**src/rtl/rbm_pkg.sv**
```systemverilog
// Shared fixed-point widths, FSM state type and arithmetic helpers for the
// RBM backward (visible reconstruction) datapath.
package rbm_pkg;

  localparam int Q1_7_W    = 8;
  localparam int Q1_15_W   = 16;
  localparam int Q0_16_W   = 16;
  localparam int ACC_W     = 32;
  localparam int SIG_SHIFT = 4;

  typedef enum logic [2:0] {
    S_IDLE,
    S_BIAS,
    S_ACC,
    S_ACT,
    S_OUT
  } rbm_bwd_state_t;

  // Unsigned Q0.16 probability times signed Q1.15 weight, back to Q16.15 scale.
  function automatic logic signed [ACC_W-1:0] mul_term(
    input logic        [Q0_16_W-1:0] h,
    input logic signed [Q1_15_W-1:0] w
  );
    logic signed [32:0] prod;
    logic signed [32:0] shifted;
    prod    = $signed(33'(h)) * 33'(w);
    shifted = prod >>> 16;
    return shifted[ACC_W-1:0];
  endfunction

  // Clamps instead of wrapping so an extreme bias cannot flip the sign.
  function automatic logic signed [ACC_W-1:0] sat_add(
    input logic signed [ACC_W-1:0] a,
    input logic signed [ACC_W-1:0] b
  );
    logic signed [ACC_W:0] s;
    s = (ACC_W + 1)'(a) + (ACC_W + 1)'(b);
    if (s[ACC_W] != s[ACC_W-1]) return s[ACC_W] ? 32'h8000_0000 : 32'h7FFF_FFFF;
    return s[ACC_W-1:0];
  endfunction

  function automatic logic [15:0] sig_in(input logic signed [ACC_W-1:0] acc);
    logic signed [ACC_W-1:0] sh;
    sh = acc >>> SIG_SHIFT;
    if (sh > 32'sd32767)  return 16'h7FFF;
    if (sh < -32'sd32768) return 16'h8000;
    return sh[15:0];
  endfunction

endpackage

```
**src/rtl/rbm_core_bwd_if.sv**
```systemverilog
// Control, memory-read and output-stream signals of the backward core.
interface rbm_core_bwd_if #(
  parameter int V_DIM = 256,
  parameter int H_DIM = 64
);
  localparam int W_AW = $clog2(V_DIM * H_DIM);
  localparam int A_AW = $clog2(V_DIM);

  logic                   start;
  logic                   busy;
  logic                   done;
  logic [15:0]            h_mem [H_DIM];
  logic [W_AW-1:0]        w_addr;
  logic signed [15:0]     w_rdata;
  logic [A_AW-1:0]        a_addr;
  logic signed [31:0]     a_rdata;
  logic                   p_valid;
  logic                   p_ready;
  logic [15:0]            p_data;
  logic [A_AW-1:0]        p_idx;
  logic                   p_last;

  modport slave (
    input  start, h_mem, w_rdata, a_rdata, p_ready,
    output busy, done, w_addr, a_addr, p_valid, p_data, p_idx, p_last
  );

  modport master (
    output start, h_mem, w_rdata, a_rdata, p_ready,
    input  busy, done, w_addr, a_addr, p_valid, p_data, p_idx, p_last
  );
endinterface

```
**src/rtl/sigmoid_lut.sv**
```systemverilog
// Sigmoid of a Q4.11 input as Q0.16: linear interpolation between exact
// values at integer points 0..8, mirrored for negative inputs; 1-cycle latency.
module sigmoid_lut (
  input  logic        clk,
  input  logic        rst,
  input  logic        en_i,
  input  logic [15:0] x_i,
  output logic [15:0] y_o
);

  function automatic logic [15:0] knot(input logic [3:0] n);
    case (n)
      4'd0:    return 16'd32768;
      4'd1:    return 16'd47910;
      4'd2:    return 16'd57724;
      4'd3:    return 16'd62428;
      4'd4:    return 16'd64358;
      4'd5:    return 16'd65097;
      4'd6:    return 16'd65374;
      4'd7:    return 16'd65476;
      default: return 16'd65514;
    endcase
  endfunction

  logic [16:0] mag;
  logic [15:0] lo, hi, y_pos, y_d;
  logic [26:0] slope;

  // NOTE: every combinational output gets a default first so no latch is inferred.
  always_comb begin
    mag   = x_i[15] ? (17'd0 - {x_i[15], x_i}) : {1'b0, x_i};
    lo    = knot(4'(mag[14:11]));
    hi    = knot(4'(mag[14:11]) + 4'd1);
    slope = 27'(hi - lo) * 27'(mag[10:0]);
    y_pos = lo + 16'(slope >> 11);
    if (mag[16:11] >= 6'd8) y_pos = knot(4'd8);
    y_d   = x_i[15] ? 16'(17'h1_0000 - {1'b0, y_pos}) : y_pos;
  end

  always_ff @(posedge clk) begin
    if (rst)       y_o <= '0;
    else if (en_i) y_o <= y_d;
  end

endmodule

```
**src/rtl/rbm_core_bwd.sv**
```systemverilog
// RBM backward pass: for each visible unit i, p_i = sigmoid(a_i + sum_j h_j*W_ij),
// streamed out through a valid/ready handshake.
module rbm_core_bwd
  import rbm_pkg::*;
#(
  parameter int V_DIM = 256,
  parameter int H_DIM = 64
) (
  input logic           clk,
  input logic           rst,
  rbm_core_bwd_if.slave bus
);

  localparam int W_AW = $clog2(V_DIM * H_DIM);
  localparam int A_AW = $clog2(V_DIM);
  localparam int K_W  = (H_DIM > 1) ? $clog2(H_DIM) : 1;
  localparam logic [A_AW-1:0] I_LAST = A_AW'(V_DIM - 1);
  localparam logic [K_W-1:0]  K_LAST = K_W'(H_DIM - 1);

  rbm_bwd_state_t         state_q;
  logic [A_AW-1:0]        i_q;
  logic [K_W-1:0]         k_q;
  logic signed [ACC_W-1:0] acc_q;
  logic [W_AW-1:0]        w_addr_q;
  logic [A_AW-1:0]        a_addr_q;
  logic [A_AW-1:0]        p_idx_q;
  logic                   busy_q, done_q, p_valid_q, p_last_q;

  logic signed [ACC_W-1:0] term_d;
  logic [15:0]             sig_x_d;

  assign term_d  = mul_term(bus.h_mem[k_q], bus.w_rdata);
  assign sig_x_d = sig_in(acc_q);

  // NOTE: sequential state uses non-blocking assignments so every register samples pre-edge values.
  always_ff @(posedge clk) begin
    if (rst) begin
      state_q   <= S_IDLE;
      i_q       <= '0;
      k_q       <= '0;
      acc_q     <= '0;
      w_addr_q  <= '0;
      a_addr_q  <= '0;
      p_idx_q   <= '0;
      busy_q    <= 1'b0;
      done_q    <= 1'b0;
      p_valid_q <= 1'b0;
      p_last_q  <= 1'b0;
    end else begin
      done_q <= 1'b0;
      unique case (state_q)
        S_IDLE: if (bus.start) begin
          i_q      <= '0;
          a_addr_q <= '0;
          w_addr_q <= '0;
          busy_q   <= 1'b1;
          state_q  <= S_BIAS;
        end
        S_BIAS: begin
          k_q     <= '0;
          if (H_DIM > 1) w_addr_q <= w_addr_q + 1'b1;
          state_q <= S_ACC;
        end
        S_ACC: begin
          // Bias and weight 0 both arrive in the first ACC cycle.
          acc_q <= sat_add((k_q == '0) ? bus.a_rdata : acc_q, term_d);
          if (k_q == K_LAST) begin
            state_q <= S_ACT;
          end else begin
            k_q <= k_q + 1'b1;
            if (int'(k_q) < H_DIM - 2) w_addr_q <= w_addr_q + 1'b1;
          end
        end
        S_ACT: begin
          p_valid_q <= 1'b1;
          p_idx_q   <= i_q;
          p_last_q  <= (i_q == I_LAST);
          state_q   <= S_OUT;
        end
        S_OUT: if (bus.p_ready) begin
          p_valid_q <= 1'b0;
          p_last_q  <= 1'b0;
          if (i_q == I_LAST) begin
            busy_q  <= 1'b0;
            done_q  <= 1'b1;
            state_q <= S_IDLE;
          end else begin
            // w_addr sits on row i's last weight, so +1 is row i+1's first.
            i_q      <= i_q + 1'b1;
            a_addr_q <= i_q + 1'b1;
            w_addr_q <= w_addr_q + 1'b1;
            state_q  <= S_BIAS;
          end
        end
        default: state_q <= S_IDLE;
      endcase
    end
  end

  sigmoid_lut u_sigmoid (
    .clk  (clk),
    .rst  (rst),
    .en_i (state_q == S_ACT),
    .x_i  (sig_x_d),
    .y_o  (bus.p_data)
  );

  assign bus.busy    = busy_q;
  assign bus.done    = done_q;
  assign bus.w_addr  = w_addr_q;
  assign bus.a_addr  = a_addr_q;
  assign bus.p_valid = p_valid_q;
  assign bus.p_idx   = p_idx_q;
  assign bus.p_last  = p_last_q;

endmodule

```
**src/flat_wrapper.sv**
```systemverilog
// flat-port wrapper written by rule: the top's interface ports become plain ports
module rbm_core_bwd_flat import rbm_pkg::*;
#(
  parameter int V_DIM = 256,
  parameter int H_DIM = 64
)
  (clk, rst, bus_start, bus_h_mem, bus_w_rdata, bus_a_rdata, bus_p_ready, bus_busy, bus_done, bus_w_addr, bus_a_addr, bus_p_valid, bus_p_data, bus_p_idx, bus_p_last);
  rbm_core_bwd_if #(.V_DIM(V_DIM), .H_DIM(H_DIM)) bus_i ();
  input logic clk;
  input logic rst;
  input wire logic [$bits(bus_i.start)-1:0] bus_start;
  input wire logic [$bits(bus_i.h_mem)-1:0] bus_h_mem;
  input wire logic [$bits(bus_i.w_rdata)-1:0] bus_w_rdata;
  input wire logic [$bits(bus_i.a_rdata)-1:0] bus_a_rdata;
  input wire logic [$bits(bus_i.p_ready)-1:0] bus_p_ready;
  output wire logic [$bits(bus_i.busy)-1:0] bus_busy;
  output wire logic [$bits(bus_i.done)-1:0] bus_done;
  output wire logic [$bits(bus_i.w_addr)-1:0] bus_w_addr;
  output wire logic [$bits(bus_i.a_addr)-1:0] bus_a_addr;
  output wire logic [$bits(bus_i.p_valid)-1:0] bus_p_valid;
  output wire logic [$bits(bus_i.p_data)-1:0] bus_p_data;
  output wire logic [$bits(bus_i.p_idx)-1:0] bus_p_idx;
  output wire logic [$bits(bus_i.p_last)-1:0] bus_p_last;
  assign bus_i.start = bus_start;
  assign bus_i.h_mem = {>>{bus_h_mem}};
  assign bus_i.w_rdata = bus_w_rdata;
  assign bus_i.a_rdata = bus_a_rdata;
  assign bus_i.p_ready = bus_p_ready;
  assign bus_busy = bus_i.busy;
  assign bus_done = bus_i.done;
  assign bus_w_addr = bus_i.w_addr;
  assign bus_a_addr = bus_i.a_addr;
  assign bus_p_valid = bus_i.p_valid;
  assign bus_p_data = bus_i.p_data;
  assign bus_p_idx = bus_i.p_idx;
  assign bus_p_last = bus_i.p_last;
  rbm_core_bwd #(.V_DIM(V_DIM), .H_DIM(H_DIM)) u_core (.clk(clk), .rst(rst), .bus(bus_i));
endmodule
```
**config.mk**
```make
export PLATFORM = sky130hd
export DESIGN_NAME = rbm_core_bwd_flat
export DESIGN_NICKNAME = d
export VERILOG_FILES = /design/src/rtl/rbm_pkg.sv /design/src/rtl/rbm_core_bwd_if.sv /design/src/rtl/sigmoid_lut.sv /design/src/rtl/rbm_core_bwd.sv /design/src/flat_wrapper.sv
export SDC_FILE = /design/constraint.sdc
export NUM_CORES = 2
export LEC_CHECK = 0
export ABC_AREA = 1
export CORE_AREA = 2 2 438 440
export DETAILED_ROUTE_END_ITERATION = 8
export DIE_AREA = 0 0 440 442
export PLACE_DENSITY = 0.45
export SYNTH_ARGS = -nofsm -noshare
export SYNTH_HDL_FRONTEND = slang
export SYNTH_SLANG_ARGS = --single-unit
```
**constraint.sdc**
```tcl
create_clock -name clk -period 10.4 [get_ports clk]
set_input_delay 1.04 -clock clk [delete_from_list [all_inputs] [get_ports clk]]
set_output_delay 1.04 -clock clk [all_outputs]
set_load 0.01 [all_outputs]
```
Word-level counts from Yosys, hierarchy flattened
Memory sizes are Yosys's and may differ from the RTL's.
Cells that the tools add are included.
Storage, ports and cells
  flip-flop bits (word level): 91
  ROM bits: 240
  input bits: 1076
  output and inout bits: 50
  word-level logic and storage cells: 106
  memories: 2
Cells by class
  add/sub/neg operators: 9
  multipliers: 2
  $lt $le $gt $ge: 5
  equality and inequality tests: 14
  multiplexer cells: 47
  bitwise gates (word level): 3
  reductions and logical operators: 13
Memories
  (no name shown): depth 8, bits a word 15, read ports 1, clocked after Yosys merged registers in 0, wr ports 0, RTL line sigmoid_lut.sv:12  | case (n)
  (no name shown): depth 8, bits a word 15, read ports 1, clocked after Yosys merged registers in 0, wr ports 0, RTL line sigmoid_lut.sv:12
Operator list (number)
  $mux 16: 10
  $mux 32: 4
  $bmux 16 s6: 1
  $mux 14: 5
  $pmux 14 s4: 1
  $add 32x17->33: 1
  $mul 17x16->33: 1
  $gt 28x16->1 const B: 1
  $lt 28x16->1 const B: 1
  $mul 17x12->27: 1
  $mux 8: 3
  $mux 17: 1
  $sub 1x16->17 const A: 1
  $sub 16x16->17: 1
  $add 16x16->16: 1
  $pmux 8 s2: 1
  $sub 1x16->16 const A: 1
  $pmux 3 s5: 1
  $add 14x1->14 const B: 1
  $mux 1: 12
  $pmux 6 s2: 1
  $mux 3: 3
  $add 8x1->8 const B: 1
  $eq 8x8->1 const B: 1
  25 further kinds: 38

Logic depth before layout (Yosys ltp)
An unclocked memory read counts as a cell.
  depth after elaboration: 16
  depth in mapped cells: 73
  gate-level depth less buffers: 72

Modules after synthesis
A second synthesis with hierarchy kept.
Unflattened totals
  cell total of the unflattened synthesis: 5194
  area, all modules: 32469.9 µm²
By module, submodules not included
  rbm_core_bwd: times used 1, cells each 3829, area an instance 22774.3 µm², seq. area each 1501.4 µm²
  sigmoid_lut: times used 1, cells each 1365, area an instance 9695.5 µm², seq. area each 320.3 µm²

Worst setup path after synthesis
No wires, ideal clock.
  kind: flip-flop to flip-flop
  start: register u_core.acc_q[23]
  end: register u_core.u_sigmoid.y_o[14]
  library setup time: 0.109 ns
  arrival: 10.805 ns
  required time: 10.291 ns
  path slack: -0.514 ns
  cell stages (with the launch flop): 64
  path buffers: 1
  clock period less this slack: 10.914 ns
  cells stage by stage: dfxtp_1 nor2_1 nand2_1 nor2_1 nand2_1 nand2_2 buf_12 nand2_4 inv_1 ha_1 nand3_4 nor2_8 nand2_4 o41ai_4 xor2_2 inv_1 ha_1 or2_0 [... 28 more ...] ha_1 a21o_1 a21oi_1 nand3_1 a21oi_1 o21bai_1 xor2_1 inv_1 nor2_1 nand3_1 nor2_1 nand2_1 nand2_1 nand2_1 nand2_1 nand3_1 nand2_1 inv_1
Between the ends
  longest elaborated chain between the ends: 16
  elaborated cells between the ends (all ways): 22
  those cells by class: add/sub (5); mul (1); order compare (3); mux (11); memory (2)
Ends and longest elaborated chain
  from (decl): RTL line rbm_core_bwd.sv:23  | logic signed [ACC_W-1:0] acc_q;
  from (signal assigned): RTL line rbm_core_bwd.sv:66  | acc_q <= sat_add((k_q == '0) ? bus.a_rdata : acc_q, term_d);
  $lt 28x16->1: RTL line rbm_pkg.sv:46  | if (sh < -32'sd32768) return 16'h8000;
  $mux 1 (2 in series): RTL line rbm_pkg.sv:46
  $mux 16: RTL line rbm_pkg.sv:47  | return sh[15:0];
  $mux 16 (*): RTL line rbm_pkg.sv:46
  $sub 1x16->17: RTL line sigmoid_lut.sv:31  | mag = x_i[15] ? (17'd0 - {x_i[15], x_i}) : {1'b0, x_i};
  $mux 17: RTL line sigmoid_lut.sv:31
  $add 4x1->4: RTL line sigmoid_lut.sv:33  | hi = knot(4'(mag[14:11]) + 4'd1);
  $mem_v2 8x15
  $mux 16: RTL line sigmoid_lut.sv:12
  $sub 16x16->17: RTL line sigmoid_lut.sv:34  | slope = 27'(hi - lo) * 27'(mag[10:0]);
  $mul 17x12->27: RTL line sigmoid_lut.sv:34
  $add 16x16->16: RTL line sigmoid_lut.sv:35  | y_pos = lo + 16'(slope >> 11);
  $mux 16: RTL line sigmoid_lut.sv:36  | if (mag[16:11] >= 6'd8) y_pos = knot(4'd8);
  $sub 1x16->16: RTL line sigmoid_lut.sv:37  | y_d = x_i[15] ? 16'(17'h1_0000 - {1'b0, y_pos}) : y_pos;
  $mux 16 (*): RTL line sigmoid_lut.sv:37
  to (signal assigned): RTL line sigmoid_lut.sv:42  | else if (en_i) y_o <= y_d;
  to (decl): RTL line sigmoid_lut.sv:8  | output logic [15:0] y_o
Mark *: on every way between the ends. The rest lies on a longest branch, timed or not. The select of a mux whose other input is x is not followed.
A chain may end at the register's enable or synchronous reset.

Worst setup path after layout
  start: register u_core.acc_q[25]
  end: register u_core.u_sigmoid.y_o[15]
Same word-level chain as after synthesis.

==> flow_summary.toml <==
[outcome]
run_status = "finished, violations left"
violations = "negative setup slack"

[synthesis]
synth_area_sq_um = 32130
synth.distinct_cells = 69
yosys_warnings = 0
synth_seq_area_share = 0.05670
synth_cells = 4986
synth_top_area_frac = 0.2224
syn_avg_cell_area_sq_um = 6.444
synth_most_common_cell = "nor2_1"
ys.flop_type = "dfxtp_1"
ys_top_cells_by_area = "fa_1, nor2_1, o21ai_0"
synth-seq-cells = 91
ys_async_sr_fraction = 0
syn_nets = 6665
synth_largest_area_cell = "fa_1"
synth_commonest_cells = "nor2_1, nand2_1, inv_1, o21ai_0, fa_1"
synth_edf_count = 0

[sta]
worst_pin_slew_ps = 893.0
slew_viol_final = 0
finalSetupViolations = 6
skew_ps = 13.04
whs_ps = 460.7
setup_slack_ps = -330.4
rsz0062_at_grt = "yes"
finalCriticalPeriod_ps = 10730
fin_crit_sh = 1.032
hold_viol = 0
max_slew_margin = 0.4028
max_freq_mhz = 93.19

[routing]
drc = 0
wirelength_um = 228200
dr.pass1.iters = 5
wl_per_cell_um = 24.53
drtIter0Drc = 2733
vias = 41559
postRouteAntennaNets = 0
viasPerCell = 4.468

[job]
maxCapViolations = 0

[place]
dp_hpwl_um = 195300
routabilityCongestion = 0.9532
portBuffers = 1125

[critical_path]
cp.arrival_ps = 10990
regToRegSetupSlack_ps = -330
cp.depth = 69
endpoint_kind = "flop"
reg2reg_depth = 69
path_max_fanout = 4
slowest_delay_ps = 550
cp_top_family = "adder cells"
reg2reg_to = "u_core.u_sigmoid.y_o[15]"
cp_common_cell = "nand2_1"
crit_path_end = "u_core.u_sigmoid.y_o[15]"
crit_buf_inv = 16
crit_start = "u_core.acc_q[25]"
path_class = "reg2reg"
timing.rr.start = "u_core.acc_q[25]"
start_kind = "flop"
critical-path-slowest-cell = "fa_1"
critPathRequiredTime_ps = 10660

[clocking]
insertion_delay_ps = 360
cts_max_level = 3
clock_tree.root_cell = "clkbuf_16"
cts_tree = "done"
clkSinkCount = 91
clk_pin_slew_ps = 80
clockBufferDepth = 2
numCtsBuffers = 9
hold_buffers = 0

[floorplanning]
row_count = 160
die_w_um = 440
placeableCoreArea_sq_um = 189600
start_util = 0.1695
dieArea_sq_um = 194500
io_pins = 1126
die_h_um = 442

[global_route]
antenna_found_initial = 68
grt_max_degree = 73
gr-usage-all-layers = 0.2225
grt.overflow.total = 0
grt_pass1_vias = 42883
grt_pass1_wl_um = 311900

[cells_and_area]
finalNetCount = 8440
drive_gt1_frac = 0.2111
utilization = 0.2955
syn2layout_area_growth_pct = 74.35

[hold_path]
hp-class = "reg2reg"
## logic make-up after synthesis
kind of cell               synth area share
DFF                                 0.05670
and+or+nand+nor                      0.2462
xor gates and xnor gates            0.02944
AOI/OAI and AO/OA                    0.2217
muxes                              0.009813
adders and majority gates            0.3182
buffers and inverters                0.1179
## cell type report
class / count / area [sq um]
clock inverter: 7 / 76.32
clock buffer: 9 / 225.2
multi-input combinational: 3931 / 28910
timing repair inverter: 2 / 18.77
sequential: 91 / 1837
timing repair buffer: 2027 / 19050
tap: 2511 / 3142
antenna: 25 / 62.56
inverter: 699 / 2704
fill: 20792 / 133600
## how the worst min path moves through the flow
stage,slack [ps],startpoint,to,cells past startpoint
final,460,u_core.bus.p_valid,u_core.bus.p_valid,2
after global routing,500,u_core.acc_q[1],u_core.acc_q[1],2
after CTS,470,u_core.bus.p_valid,u_core.bus.p_valid,2
after detailed placement,450,u_core.bus.p_valid,u_core.bus.p_valid,2
after global placement,450,u_core.bus.p_valid,u_core.bus.p_valid,2
after floorplan,450,u_core.acc_q[1],u_core.acc_q[1],2
## what timing repair did
item                                   4_1_cts  5_1_grt
buffers inserted                            37       53
gates resized for setup                    168      417
gates cloned                                 3       11
endpoints found under the hold margin        0        0
pin swaps                                   76      154
setup endpoints to repair                   47       47
## stage by stage
stage / setup slack, ps / cells / TNS [ps] / cell area (sq um)
2_1_floorplan: -98.07 / 4986 / -98.07 / 32380
3_5_place_dp: -1374 / 9161 / -51430 / 52150
4_1_cts: -375.4 / 9217 / -1774 / 53590
6_report: -330.4 / 9302 / -1122 / 56020
3_3_place_gp: -1363 / 9161 / -49820 / 52150
5_1_grt: -990.5 / 9295 / -9202 / 56000
## flip-flops by register name (all words and copies together), names as in the netlist
| register | cells |
|---|---|
| u_core.bus.p_idx | 8 |
| u_core.bus.busy | 1 |
| u_core.u_sigmoid.y_o | 16 |
| u_core.k_q | 6 |
| u_core.acc_q | 32 |
| u_core.bus.w_addr | 14 |
| u_core.bus.done | 1 |
| u_core.bus.p_valid | 1 |
| u_core.state_q | 3 |
| u_core.i_q | 8 |
| u_core.bus.p_last | 1 |
## cells in the final DEF, fill, tap and decap left out, types with 164 or more instances in the layout
master	netlist	routed
a21oi_1	202	164
buf_4	5	794
clkdlybuf4s50_1	0	1114
fa_1	357	349
ha_1	246	208
inv_1	679	647
nand2_1	832	775
nor2_1	882	828
o21ai_0	628	571
o22ai_1	255	211
## layer usage
| metal | routed length, um | track usage |
|---|---|---|
| met5 | 103 | 0 |
| met4 | 7987 | 0.06811 |
| met1 | 98070 | 0.2855 |
| met3 | 12000 | 0.02541 |
| met2 | 110000 | 0.3866 |
## tightest hold or removal path, stage by stage, from the launching register on
cell	delay (ps)
dfxtp_1	310
nand2_1	60
a21oi_1	50
Power is not shown: default switching activity piles up to over one toggle a cycle in this logic, so the estimate is an artifact.
